## config.mk

```make
export PLATFORM = sky130hd
export DESIGN_NAME = instr_encoder
export DESIGN_NICKNAME = d
export VERILOG_FILES = /design/src/rtl/instr_encoder.sv
export SDC_FILE = /design/constraint.sdc
export NUM_CORES = 1
export LEC_CHECK = 0
export BUFFER_PORTS_ARGS = -buffer_cell sky130_fd_sc_hd__buf_2
export CAP_MARGIN = 20
export CORE_MARGIN = 2
export CORE_UTILIZATION = 55
export CTS_BUF_LIST = sky130_fd_sc_hd__clkbuf_4
export DETAILED_ROUTE_END_ITERATION = 8
export GPL_ROUTABILITY_DRIVEN = 0
export PLACE_DENSITY = 0.84
export SYNTH_ARGS = -nofsm -noshare
export SYNTH_HDL_FRONTEND = slang
export SYNTH_SLANG_ARGS = --single-unit
```

## constraint.sdc

```tcl
create_clock -name clk -period 8.9 [get_ports clk]
set_clock_uncertainty 0.15 [all_clocks]
set_input_delay 1.335 -clock clk [delete_from_list [all_inputs] [get_ports clk]]
set_output_delay 1.335 -clock clk [all_outputs]
set_load 0.02 [all_outputs]
```

## src/rtl/instr_encoder.sv

```systemverilog
// instr_encoder
// Packs RISC-V instruction fields and a decoder-form 32-bit immediate into a
// 32-bit instruction word. This is the inverse of the CPU immediate decoder.
// It flags any immediate that the selected format cannot represent.
// The block is a two-stage pipeline with valid/ready handshakes on both sides.
//
// Ports:
//   clk, rst             system clock; asynchronous active-high reset
//   in_valid / in_ready  request handshake
//   in_type              format code (I/S/B/U/J below; any other code = R)
//   in_opcode .. in_imm  instruction fields and immediate
//   out_valid/out_ready  result handshake
//   out_instr, out_err   encoded word; immediate-not-representable flag
//   err_count            saturating count of errored words delivered
//   busy                 either pipeline stage holds a request
module instr_encoder #(
    parameter int ERR_CNT_W = 8
) (
    input  logic                 clk,
    input  logic                 rst,
    input  logic                 in_valid,
    output logic                 in_ready,
    input  logic [2:0]           in_type,
    input  logic [6:0]           in_opcode,
    input  logic [4:0]           in_rd,
    input  logic [4:0]           in_rs1,
    input  logic [4:0]           in_rs2,
    input  logic [2:0]           in_funct3,
    input  logic [6:0]           in_funct7,
    input  logic [31:0]          in_imm,
    output logic                 out_valid,
    input  logic                 out_ready,
    output logic [31:0]          out_instr,
    output logic                 out_err,
    output logic [ERR_CNT_W-1:0] err_count,
    output logic                 busy
);

    // Format codes shared with the CPU decoder header.
    localparam logic [2:0] I_TYPE = 3'd1;
    localparam logic [2:0] S_TYPE = 3'd2;
    localparam logic [2:0] B_TYPE = 3'd3;
    localparam logic [2:0] U_TYPE = 3'd4;
    localparam logic [2:0] J_TYPE = 3'd5;

    logic        ready_en;
    logic        s1_valid;
    logic [2:0]  s1_type;
    logic [6:0]  s1_opcode;
    logic [4:0]  s1_rd;
    logic [4:0]  s1_rs1;
    logic [4:0]  s1_rs2;
    logic [2:0]  s1_funct3;
    logic [6:0]  s1_funct7;
    logic [31:0] s1_imm;

    logic        s2_valid;
    logic [31:0] s2_instr;
    logic        s2_err;

    logic        s2_load;
    logic        in_fire;
    logic        out_fire;
    logic [31:0] enc_instr;
    logic        enc_err;

    assign s2_load  = !s2_valid || out_ready;
    // ready_en holds in_ready low for the first cycle out of reset.
    assign in_ready = ready_en && (!s1_valid || s2_load);
    assign in_fire  = in_valid && in_ready;
    assign out_fire = s2_valid && out_ready;

    assign out_valid = s2_valid;
    assign out_instr = s2_instr;
    assign out_err   = s2_err;
    assign busy      = s1_valid || s2_valid;

    // Sign-extension checks: all upper bits equal means the value fits.
    always_comb begin
        enc_instr = '0;
        enc_err   = 1'b0;
        case (s1_type)
            I_TYPE: begin
                enc_instr = {s1_imm[11:0], s1_rs1, s1_funct3, s1_rd, s1_opcode};
                enc_err   = !((&s1_imm[31:11]) || !(|s1_imm[31:11]));
            end
            S_TYPE: begin
                enc_instr = {s1_imm[11:5], s1_rs2, s1_rs1, s1_funct3,
                             s1_imm[4:0], s1_opcode};
                enc_err   = !((&s1_imm[31:11]) || !(|s1_imm[31:11]));
            end
            B_TYPE: begin
                enc_instr = {s1_imm[12], s1_imm[10:5], s1_rs2, s1_rs1, s1_funct3,
                             s1_imm[4:1], s1_imm[11], s1_opcode};
                enc_err   = !((&s1_imm[31:12]) || !(|s1_imm[31:12])) || s1_imm[0];
            end
            U_TYPE: begin
                enc_instr = {s1_imm[31:12], s1_rd, s1_opcode};
                enc_err   = |s1_imm[11:0];
            end
            J_TYPE: begin
                enc_instr = {s1_imm[20], s1_imm[10:1], s1_imm[11], s1_imm[19:12],
                             s1_rd, s1_opcode};
                enc_err   = !((&s1_imm[31:20]) || !(|s1_imm[31:20])) || s1_imm[0];
            end
            default: begin
                enc_instr = {s1_funct7, s1_rs2, s1_rs1, s1_funct3, s1_rd, s1_opcode};
                enc_err   = 1'b0;
            end
        endcase
    end

    always_ff @(posedge clk or posedge rst) begin
        if (rst) begin
            ready_en  <= 1'b0;
            s1_valid  <= 1'b0;
            s1_type   <= '0;
            s1_opcode <= '0;
            s1_rd     <= '0;
            s1_rs1    <= '0;
            s1_rs2    <= '0;
            s1_funct3 <= '0;
            s1_funct7 <= '0;
            s1_imm    <= '0;
        end else begin
            ready_en <= 1'b1;
            if (in_fire) begin
                s1_valid  <= 1'b1;
                s1_type   <= in_type;
                s1_opcode <= in_opcode;
                s1_rd     <= in_rd;
                s1_rs1    <= in_rs1;
                s1_rs2    <= in_rs2;
                s1_funct3 <= in_funct3;
                s1_funct7 <= in_funct7;
                s1_imm    <= in_imm;
            end else if (s2_load) begin
                s1_valid <= 1'b0;
            end
        end
    end

    always_ff @(posedge clk or posedge rst) begin
        if (rst) begin
            s2_valid <= 1'b0;
            s2_instr <= '0;
            s2_err   <= 1'b0;
        end else if (s2_load) begin
            s2_valid <= s1_valid;
            if (s1_valid) begin
                s2_instr <= enc_instr;
                s2_err   <= enc_err;
            end
        end
    end

    // Counts on the output transfer only, so a stalled word counts once.
    always_ff @(posedge clk or posedge rst) begin
        if (rst) begin
            err_count <= '0;
        end else if (out_fire && s2_err && !(&err_count)) begin
            err_count <= err_count + 1'b1;
        end
    end

endmodule

```

* Word-level counts from Yosys, hierarchy flattened
Index checks and enable logic that the tools add are counted.
** Word-level totals
- Register bits :: 111
- Output and inout port bits :: 44
- Word-level logic and storage cells :: 57
** Operators by class
- $add $sub $neg :: 1
- Equal/unequal tests :: 5
- Muxes and demuxes :: 4
- Reduce and logical (&&, ||, !) cells :: 33
** Operators with widths (count)
- $pmux 32 s5 :: 1
- $reduce_or 12->1 :: 2
- $reduce_and 21->1 :: 1
- $reduce_or 21->1 :: 1
- $reduce_and 20->1 :: 1
- $reduce_or 20->1 :: 1
- $reduce_and 12->1 :: 1
- $logic_not 1->1 :: 9
- $add 8x1->8 const B :: 1
- $logic_or 1x1->1 :: 8
- $reduce_and 8->1 :: 1
- $eq 3x2->1 const B :: 2
- $eq 3x3->1 const B :: 2
- $logic_and 1x1->1 :: 5
- $pmux 1 s4 :: 1
- $eq 3x1->1 const B :: 1
- $mux 1 :: 2
- $reduce_and 2->1 :: 1
- $reduce_bool 2->1 :: 1
- $reduce_or 2->1 :: 1

* Longest topological paths before layout
Gate-level depths: netlist of the first run.
- Word-level depth :: 6
- Mapped depth :: 7
- Gate-level depth less buffers :: 5

* Least setup slack after synthesis of the first run
OpenSTA, ideal clock, no wires.
- Path kind :: input port to output port
- Start point :: in out_ready
- End point :: out in_ready
- Data arrival time :: 1.679 ns
- Path slack :: 5.736 ns
- Stages on the path :: 2
- Buffers on the path :: 0
- Cells stage by stage :: nand3b_1 and2_4
** On the way
- Word-level cells in the longest chain between the ends :: 3
** Ends and longest elaborated chain
- from (decl) :: RTL line 32 : input logic out_ready,
- $logic_or 1x1->1 :: RTL line 67 : assign s2_load = !s2_valid || out_ready;
- $logic_or 1x1->1 :: RTL line 69 : assign in_ready = ready_en && (!s1_valid || s2_load);
- $logic_and 1x1->1 :: RTL line 69
- to (decl) :: RTL line 22 : output logic in_ready,
Every way passes these cells.

* Final worst setup path of the first run
Same ends and word-level chain as after synthesis.

==> results of run 1 <==
==> tightest hold or removal path: stages, from the launching register on <==
cell and delay [ps]:
dfrtp_1 370, nand2_1 50, o41ai_1 50
==> layout make-up <==
cell class / instances / area share (%)
Timing Repair Buffer: 117 / 10.7
Tap cell: 108 / 2.38
Clock buffer: 12 / 1.59
Sequential cell: 111 / 49.0
Multi-Input combinational cell: 264 / 35.6
Inverter: 4 / 0.309
Clock inverter: 4 / 0.397
==> synth_stat cells (all sizes together) <==
library cell,n,area (sq um)
nand2b,3,18.8
nand3,1,10.0
and2,1,8.76
nand2,45,171
and3,3,23.8
ha,1,12.5
inv,3,11.3
nor4,7,43.8
o2111a,1,11.3
o311ai,1,8.76
a21oi,6,30.0
xnor2,6,52.6
xor2,1,8.76
o211ai,1,12.5
nor2,10,37.5
nand3b,1,7.51
mux2,75,848
nor4b,1,8.76
o21ai,40,200
a221oi,5,43.8
clkinv,1,3.75
clkbuf,7,26.3
or4,3,22.5
nand4,10,62.6
dfrtp,111,2780
o22a,1,8.76
a22o,1,8.76
nor2b,3,18.8
buf,16,109
conb,1,3.75
mux2i,26,260
nor3,1,5.00
a211oi,1,7.51
o31ai,1,7.51
or2,1,6.26
a22oi,5,37.5
o41ai,1,8.76
==> report_power, final <==
part	total (mW)	leakage (nW)	switching (mW)	internal, mW
Sequential	0.724	1.33	0.107	0.617
Clock	0.215	0.0586	0.149	0.0656
Combinational	0.391	1.30	0.215	0.176
==> how the worst max path moves through the flow <==
stage                   end       from  cells after the start  slack [ps]
6_report           in_ready  out_ready                      4        5450
5_1_grt            in_ready  out_ready                      4        5410
4_1_cts            in_ready  out_ready                      4        5460
3_5_place_dp       in_ready  out_ready                      4        5460
3_3_place_gp       in_ready  out_ready                      4        5480
2_1_floorplan  err_count[0]        rst                      1        4480
==> per-layer routing <==
layer	GRT usage [%]	up-vias
met2	36.0	125
met5	0	-
met1	30.0	1732
met4	7.69	0
met3	3.69	19
li1	-	1662
==> sequential cells by signal, summed over array words and instances, names as in the netlist <==
| name | cells |
|---|---|
| s1_rs2 | 5 |
| ready_en | 1 |
| s1_opcode | 7 |
| s1_rd | 5 |
| s1_valid | 1 |
| out_instr | 32 |
| s1_type | 3 |
| out_valid | 1 |
| out_err | 1 |
| s1_rs1 | 5 |
| s1_funct3 | 3 |
| s1_funct7 | 7 |
| err_count | 8 |
| s1_imm | 32 |
==> kinds of logic after synthesis <==
family	count (synthesis)
AOI/OAI and AO/OA	64
buffers and inverters	27
adders and majority gates	1
other	1
muxes	101
xor gates and xnor gates	7
DFF	111
and+or+nand+nor	90
==> per-stage QoR <==
step / instances / utilization, % / cell area, sq um / power, mW / hold slack (ps)
floorplan: 402 / - / 4940 / 0.985 / 325
global placement: 603 / 63.5 / 5540 / 1.10 / 308
detailed placement: 603 / 63.5 / 5540 / 1.13 / 311
CTS: 619 / 64.8 / 5650 / 1.34 / 344
global route: 620 / 65.0 / 5670 / 1.42 / 375
finish: 620 / 65.0 / 5670 / 1.33 / 338
==> out/summary.txt, run 1 <==
synthesis-to-layout area growth: 14.6%
simple-gate portion of the synthesized area: 9.01%
peak per-stage delay on the critical path: 190 ps
cells on worst reg2reg path: 4
antenna violations before repair: 0
Post-Synthesis Cells: 402
result of the run: complete, no violations
number of global-route vias before repair: 3563
initial detailed-routing violation count: 214
post-synthesis share of cell area spent on full adders, half adders and majority gates: 0.253%
family of cells with the greatest summed delay on the critical path: simple AND/OR/NAND/NOR gates
largest net degree at the start of global routing: 69
total wire length after detailed routing: 10.4 mm
count of antenna diodes in the layout: 0
final worst setup slack: 5450 ps
layout cell share with drive strength beyond 1: 41.8%
Seq/Total Area, Yosys: 56.2%
post_cts resized: 0
storage element area: 0.00278 sq mm
residual DRC count: 0
leakage power: 2.69 nW
Vias: 3538
Crit path buffers/inverters: 2
TritonCTS clock tree: done
Syn Area/Cell: 12.3 sq um
area taken by multi-input logic gates: 0.00202 sq mm
number of standard-cell rows in the floorplan: 34
Total Negative Setup Slacks: 0 ps
slowest cell on the critical path: and2_4
met3 routed WL: 656 microns
max-cap check violation count: 0
post-synthesis xor/xnor area fraction: 1.24%
Highest Signal Layer: met4
Worst Tran Pin Value: 951 ps
unrepaired setup endpoints after global routing: false
height of the die: 98.8 microns
starting density of the core: 56.7%
Routed WL per cell: 16.7 microns
pre-CTS WS: 5460 ps
Final min period: 3450 ps
Critical Path AT: 1970 ps
Port Buf Inserts: 114
register-to-register setup slack: 6310 ps
wire length of the first global-routing pass: 17.2 mm
Synth Register Bits: 111
Inserted Clock Buffers: 9
M1 wire length: 4.46 mm
Die Footprint: 0.00976 sq mm
maximum fanout along the worst path: 3
Final period util: 38.8%
Reg2Reg Capture Point: out_err
count of boundary I/O pins: 115
highest-count cells in the layout ignoring fill and taps: 114 x buf_2, 111 x dfrtp_1, 74 x mux2_2
number of distinct library cells after synthesis: 42
Post-Synthesis Net Count: 474
source of the worst hold timing path: out_instr[31]
Post-CTS Setup Inserts: 0
Hold-fix buffers, CTS: 0
post-layout net count: 579
combinational family with the most area after synthesis: multiplexers
final setup violating endpoints: 0
start of the worst register-to-register path: s1_type[2]
number of pins exceeding their max-slew limit in the final report: 0
Hold Violations, Final: 0
proportion of synthesized area in mux cells: 22.4%
overall die width: 98.8 microns
First-pass DRT Iterations: 5
Cell Area, Synth: 0.00494 sq mm
global-route congestion overflow total: 0
worst-skew pair later-pin latency: 430 ps
crit path launch type: input pin
Critical Path RT: 7410 ps
Max IR drop VDD: 0.131 mV
H-tree level count: 3
cell-by-cell listing of the critical path: buf_2 -> nand3b_1 -> and2_4 -> buf_2
worst-case hold path end point: out_instr[31]
worst hold-check path type: reg -> reg
Hold Crit Depth: 2
total power density per cell area: 235 mW/mm^2
Clock Tree Buf Depth: 2
most common library cell in the layout ignoring fill and taps: buf_2
CTS clock-pin slew for the worst setup and hold paths: 140 ps
Compound-Gate Fraction of Synth Area: 7.79%
library cell used as clock root buffer: clkbuf_4
number of sinks driven by the clock tree: 111
Setup Crit Path Kind: in -> out
sum of met2 wire segment lengths after detailed routing: 5.02 mm
number of warnings printed during yosys synthesis: 0
vias per cell: 5.71
Filler Cells Inserted: 676
area of the placeable core: 0.00872 sq mm
most used cell, CP: buf_2
worst rel slew slack: 36.6%
maximum frequency from static timing analysis: 290 MHz
total routing resource utilization after global routing: 22.0%
placed wire-length estimate after detailed placement: 7.27 mm
capturing element type of the critical path: primary output
count of antenna-violating nets left after detailed routing: 0
(Power assumes the default switching activity.)
==> run 2: changes to the inputs <==
Settings changed: ABC_AREA set to 1, CORE_UTILIZATION 55 to 51, PLACE_DENSITY 0.84 to 0.82.
Clock period 8.9 ns to 2.86 ns, I/O delays scaled along.
==> out/summary.txt, run 2 <==
cell with the most instances after synthesis: nand2_1 (was dfrtp_1)
global-route congestion overflow total: 0 (unchanged)
capturing element type of the critical path: flip-flop (was primary output)
library cell used as clock root buffer: clkbuf_4 (unchanged)
most instantiated cells after synthesis: 112 x nand2_1, 111 x dfrtp_1, 82 x nor2_1, 53 x inv_1, 52 x a21oi_1 (was 111 x dfrtp_1, 74 x mux2_2, 44 x nand2_1, 40 x o21ai_0, 26 x mux2i_1)
post-place instance area: 0.00576 sq mm (was 0.00554 sq mm)
overall die width: 103 microns (was 98.8 microns)
First-pass DRT Iterations: 5 (unchanged)
storage element area: 0.00278 sq mm (unchanged)
FFs w/ async S/R, synth: 100% (unchanged)
pre-CTS WS: 698 ps (was 5460 ps)
Synth Register Bits: 111 (unchanged)
number of distinct library cells after synthesis: 33 (was 42)
Inserted Clock Buffers: 9 (unchanged)
synthesis-to-layout area growth: 18.2% (was 14.6%)
post_cts resized: 0 (unchanged)
Port Buf Inserts: 114 (unchanged)
cell-by-cell listing of the critical path: nand3_1 -> nand2_1 -> inv_1 -> nand2_4 -> buf_4 -> nor2_1 -> a21oi_1 (was buf_2 -> nand3b_1 -> and2_4 -> buf_2)
final setup violating endpoints: 0 (unchanged)
area taken by multi-input logic gates: 0.00194 sq mm (was 0.00202 sq mm)
total wire length after detailed routing: 11.8 mm (was 10.4 mm)
wire length of the first global-routing pass: 19.3 mm (was 17.2 mm)
Seq/Total Area, Yosys: 55.0% (was 56.2%)
maximum frequency from static timing analysis: 499 MHz
worst rel slew slack: 56.8% (was 36.6%)
count of boundary I/O pins: 115 (unchanged)
highest-count cells in the layout ignoring fill and taps: 114 x buf_2, 112 x nand2_1, 111 x dfrtp_1 (was 114 x buf_2, 111 x dfrtp_1, 74 x mux2_2)
Clock Tree Buf Depth: 2 (unchanged)
Vias: 4286 (was 3538)
leakage power: 3.01 nW (was 2.69 nW)
placed wire-length estimate after detailed placement: 8.68 mm (was 7.27 mm)
number of pins exceeding their max-slew limit in the final report: 0 (unchanged)
Die Footprint: 0.0107 sq mm (was 0.00976 sq mm)
worst-skew pair later-pin latency: 470 ps (was 430 ps)
number of standard-cell rows in the floorplan: 36 (was 34)
TritonCTS clock tree: done (unchanged)
Critical Path AT: 2230 ps (was 1970 ps)
ys flop type: dfrtp_1 (unchanged)
post-layout net count: 754 (was 579)
Post-Synthesis Net Count: 639 (was 474)
Worst Tran Pin Value: 648 ps (was 951 ps)
result of the run: complete, no violations (unchanged)
Syn Area/Cell: 8.90 sq um (was 12.3 sq um)
number of global-route vias before repair: 4157 (was 3563)
Hold Violations, Final: 0 (unchanged)
vias per cell: 5.23 (was 5.71)
Post-Synthesis Cells: 567 (was 402)
most common library cell in the layout ignoring fill and taps: buf_2 (unchanged)
Final period util: 70.0%
H-tree level count: 3 (unchanged)
Total Negative Setup Slacks: 0 ps (unchanged)
total power density per cell area: 732 mW/mm^2 (was 235 mW/mm^2)
count of antenna-violating nets left after detailed routing: 0 (unchanged)
fin util: 61.6% (was 65.0%)
worst hold-check path type: in -> reg (was reg -> reg)
starting density of the core: 52.1% (was 56.7%)
max-cap check violation count: 0 (unchanged)
peak per-stage delay on the critical path: 460 ps (was 190 ps)
library cell occupying the most area in the post-synthesis netlist: dfrtp_1 (unchanged)
residual DRC count: 0 (unchanged)
unrepaired setup endpoints after global routing: false (unchanged)
antenna violations before repair: 0 (unchanged)
number of warnings printed during yosys synthesis: 0 (unchanged)
count of antenna diodes in the layout: 0 (unchanged)
Post-CTS Setup Inserts: 0 (unchanged)
family of cells with the greatest summed delay on the critical path: simple AND/OR/NAND/NOR gates (unchanged)
share of Yosys cell area claimed by the top area cell type: 55.0% (was 56.2%)
CTS clock-pin slew for the worst setup and hold paths: 170 ps (was 140 ps)
Routed WL per cell: 14.4 microns (was 16.7 microns)
Filler Cells Inserted: 877 (was 676)
Final min period: 2000 ps
layout cell share with drive strength beyond 1: 26.5% (was 41.8%)
final worst setup slack: 857 ps (was 5450 ps)
number of sinks driven by the clock tree: 111 (unchanged)
total routing resource utilization after global routing: 23.4% (was 22.0%)
area of the placeable core: 0.00968 sq mm (was 0.00872 sq mm)
crit path launch type: flip-flop (was input pin)
largest net degree at the start of global routing: 55 (was 69)
Final Cell Area: 0.00597 sq mm (was 0.00567 sq mm)
Cell Area, Synth: 0.00505 sq mm (was 0.00494 sq mm)
Critical Path RT: 3090 ps (was 7410 ps)
Setup Crit Path Kind: reg -> reg (was in -> out)
maximum fanout along the worst path: 54 (was 3)
initial detailed-routing violation count: 269 (was 214)
slowest cell on the critical path: nand2_4 (was and2_4)
Post-synth EDFFs: 0 (unchanged)
Crit path buffers/inverters: 2 (unchanged)
height of the die: 103 microns (was 98.8 microns)
largest cells by area after synthesis: dfrtp_1 55%, nand2_1 8.3%, nor2_1 6.1%, mux2_2 5.8%, a21oi_1 5.2% (was dfrtp_1 56%, mux2_2 17%, mux2i_1 5.3%, o21ai_0 4.0%, nand2_1 3.3%)
Max IR drop VDD: 0.410 mV (was 0.131 mV)
[run 2: worst paths after layout]
| kind | cells past startpoint | start | endpoint | slack [ps] |
|---|---|---|---|---|
| setup / recovery | 7 | out_valid | s1_imm[19] | 860 |
| hold / removal | 2 | in_imm[11] | s1_imm[11] | 30 |
| setup reg to reg | 7 | out_valid | s1_imm[19] | 860 |
| hold reg to reg | 2 | s1_opcode[6] | out_instr[6] | 350 |
| max in group asynchronous | 5 | rst | s1_imm[19] | 1640 |
| min in group asynchronous | 3 | rst | err_count[4] | 210 |
[run 2: metal layers]
| layer | share of wire, % | wire length (microns) | vias to the layer above | GRT usage [%] |
|---|---|---|---|---|
| met3 | 5.6 | 666 | 21 | 4.10 |
| met4 | 1.6 | 192 | 0 | 7.69 |
| met1 | 44 | 5160 | 2050 | 31.0 |
| met2 | 49 | 5780 | 143 | 39.2 |
| met5 | 0 | 0 | - | 0 |
| li1 | - | - | 2072 | - |
[run 2: cells by family (layout without fill, tap and decap cells)]
logic type                 after synthesis  in the layout  synth area share (%)
AOI/OAI and AO/OA                      114            114                  12.7
xor gates and xnor gates                 6              6                  1.04
adders and majority gates                1              1                 0.248
buffers and inverters                   79            199                  6.57
DFF                                    111            111                  55.0
muxes                                   26             26                  5.80
other                                    1              1                0.0743
and+or+nand+nor                        229            229                  18.5
[run 2: cell type report]
cell class | count | share of cell area, %
flip-flops and latches | 111 | 46.6
multi-input cells | 377 | 32.6
repair buffers | 123 | 11.4
inverters | 60 | 3.84
well taps | 133 | 2.79
clock inverters | 7 | 1.74
clock buffers | 9 | 1.13
[run 2: what timing repair did]
| action | in CTS | in global routing |
|---|---|---|
| hold buffers | 0 | 1 |
| setup endpoints to repair | 0 | 0 |
| endpoints found under the hold margin | 0 | 43 |
[run 2: power breakdown]
| group | switching (mW) | internal [mW] |
|---|---|---|
| logic | 0.827 | 0.475 |
| registers | 0.261 | 1.91 |
| clock network | 0.531 | 0.365 |
[run 2: through the flow]
stage               std cells  total power [mW]  hold slack, ps
finish                    820              4.37            26.8
global route              820              4.65            4.75
global placement          802              3.44             312
CTS                       818              4.39            13.6
floorplan                 567              3.02             286
detailed placement        802              3.50             314
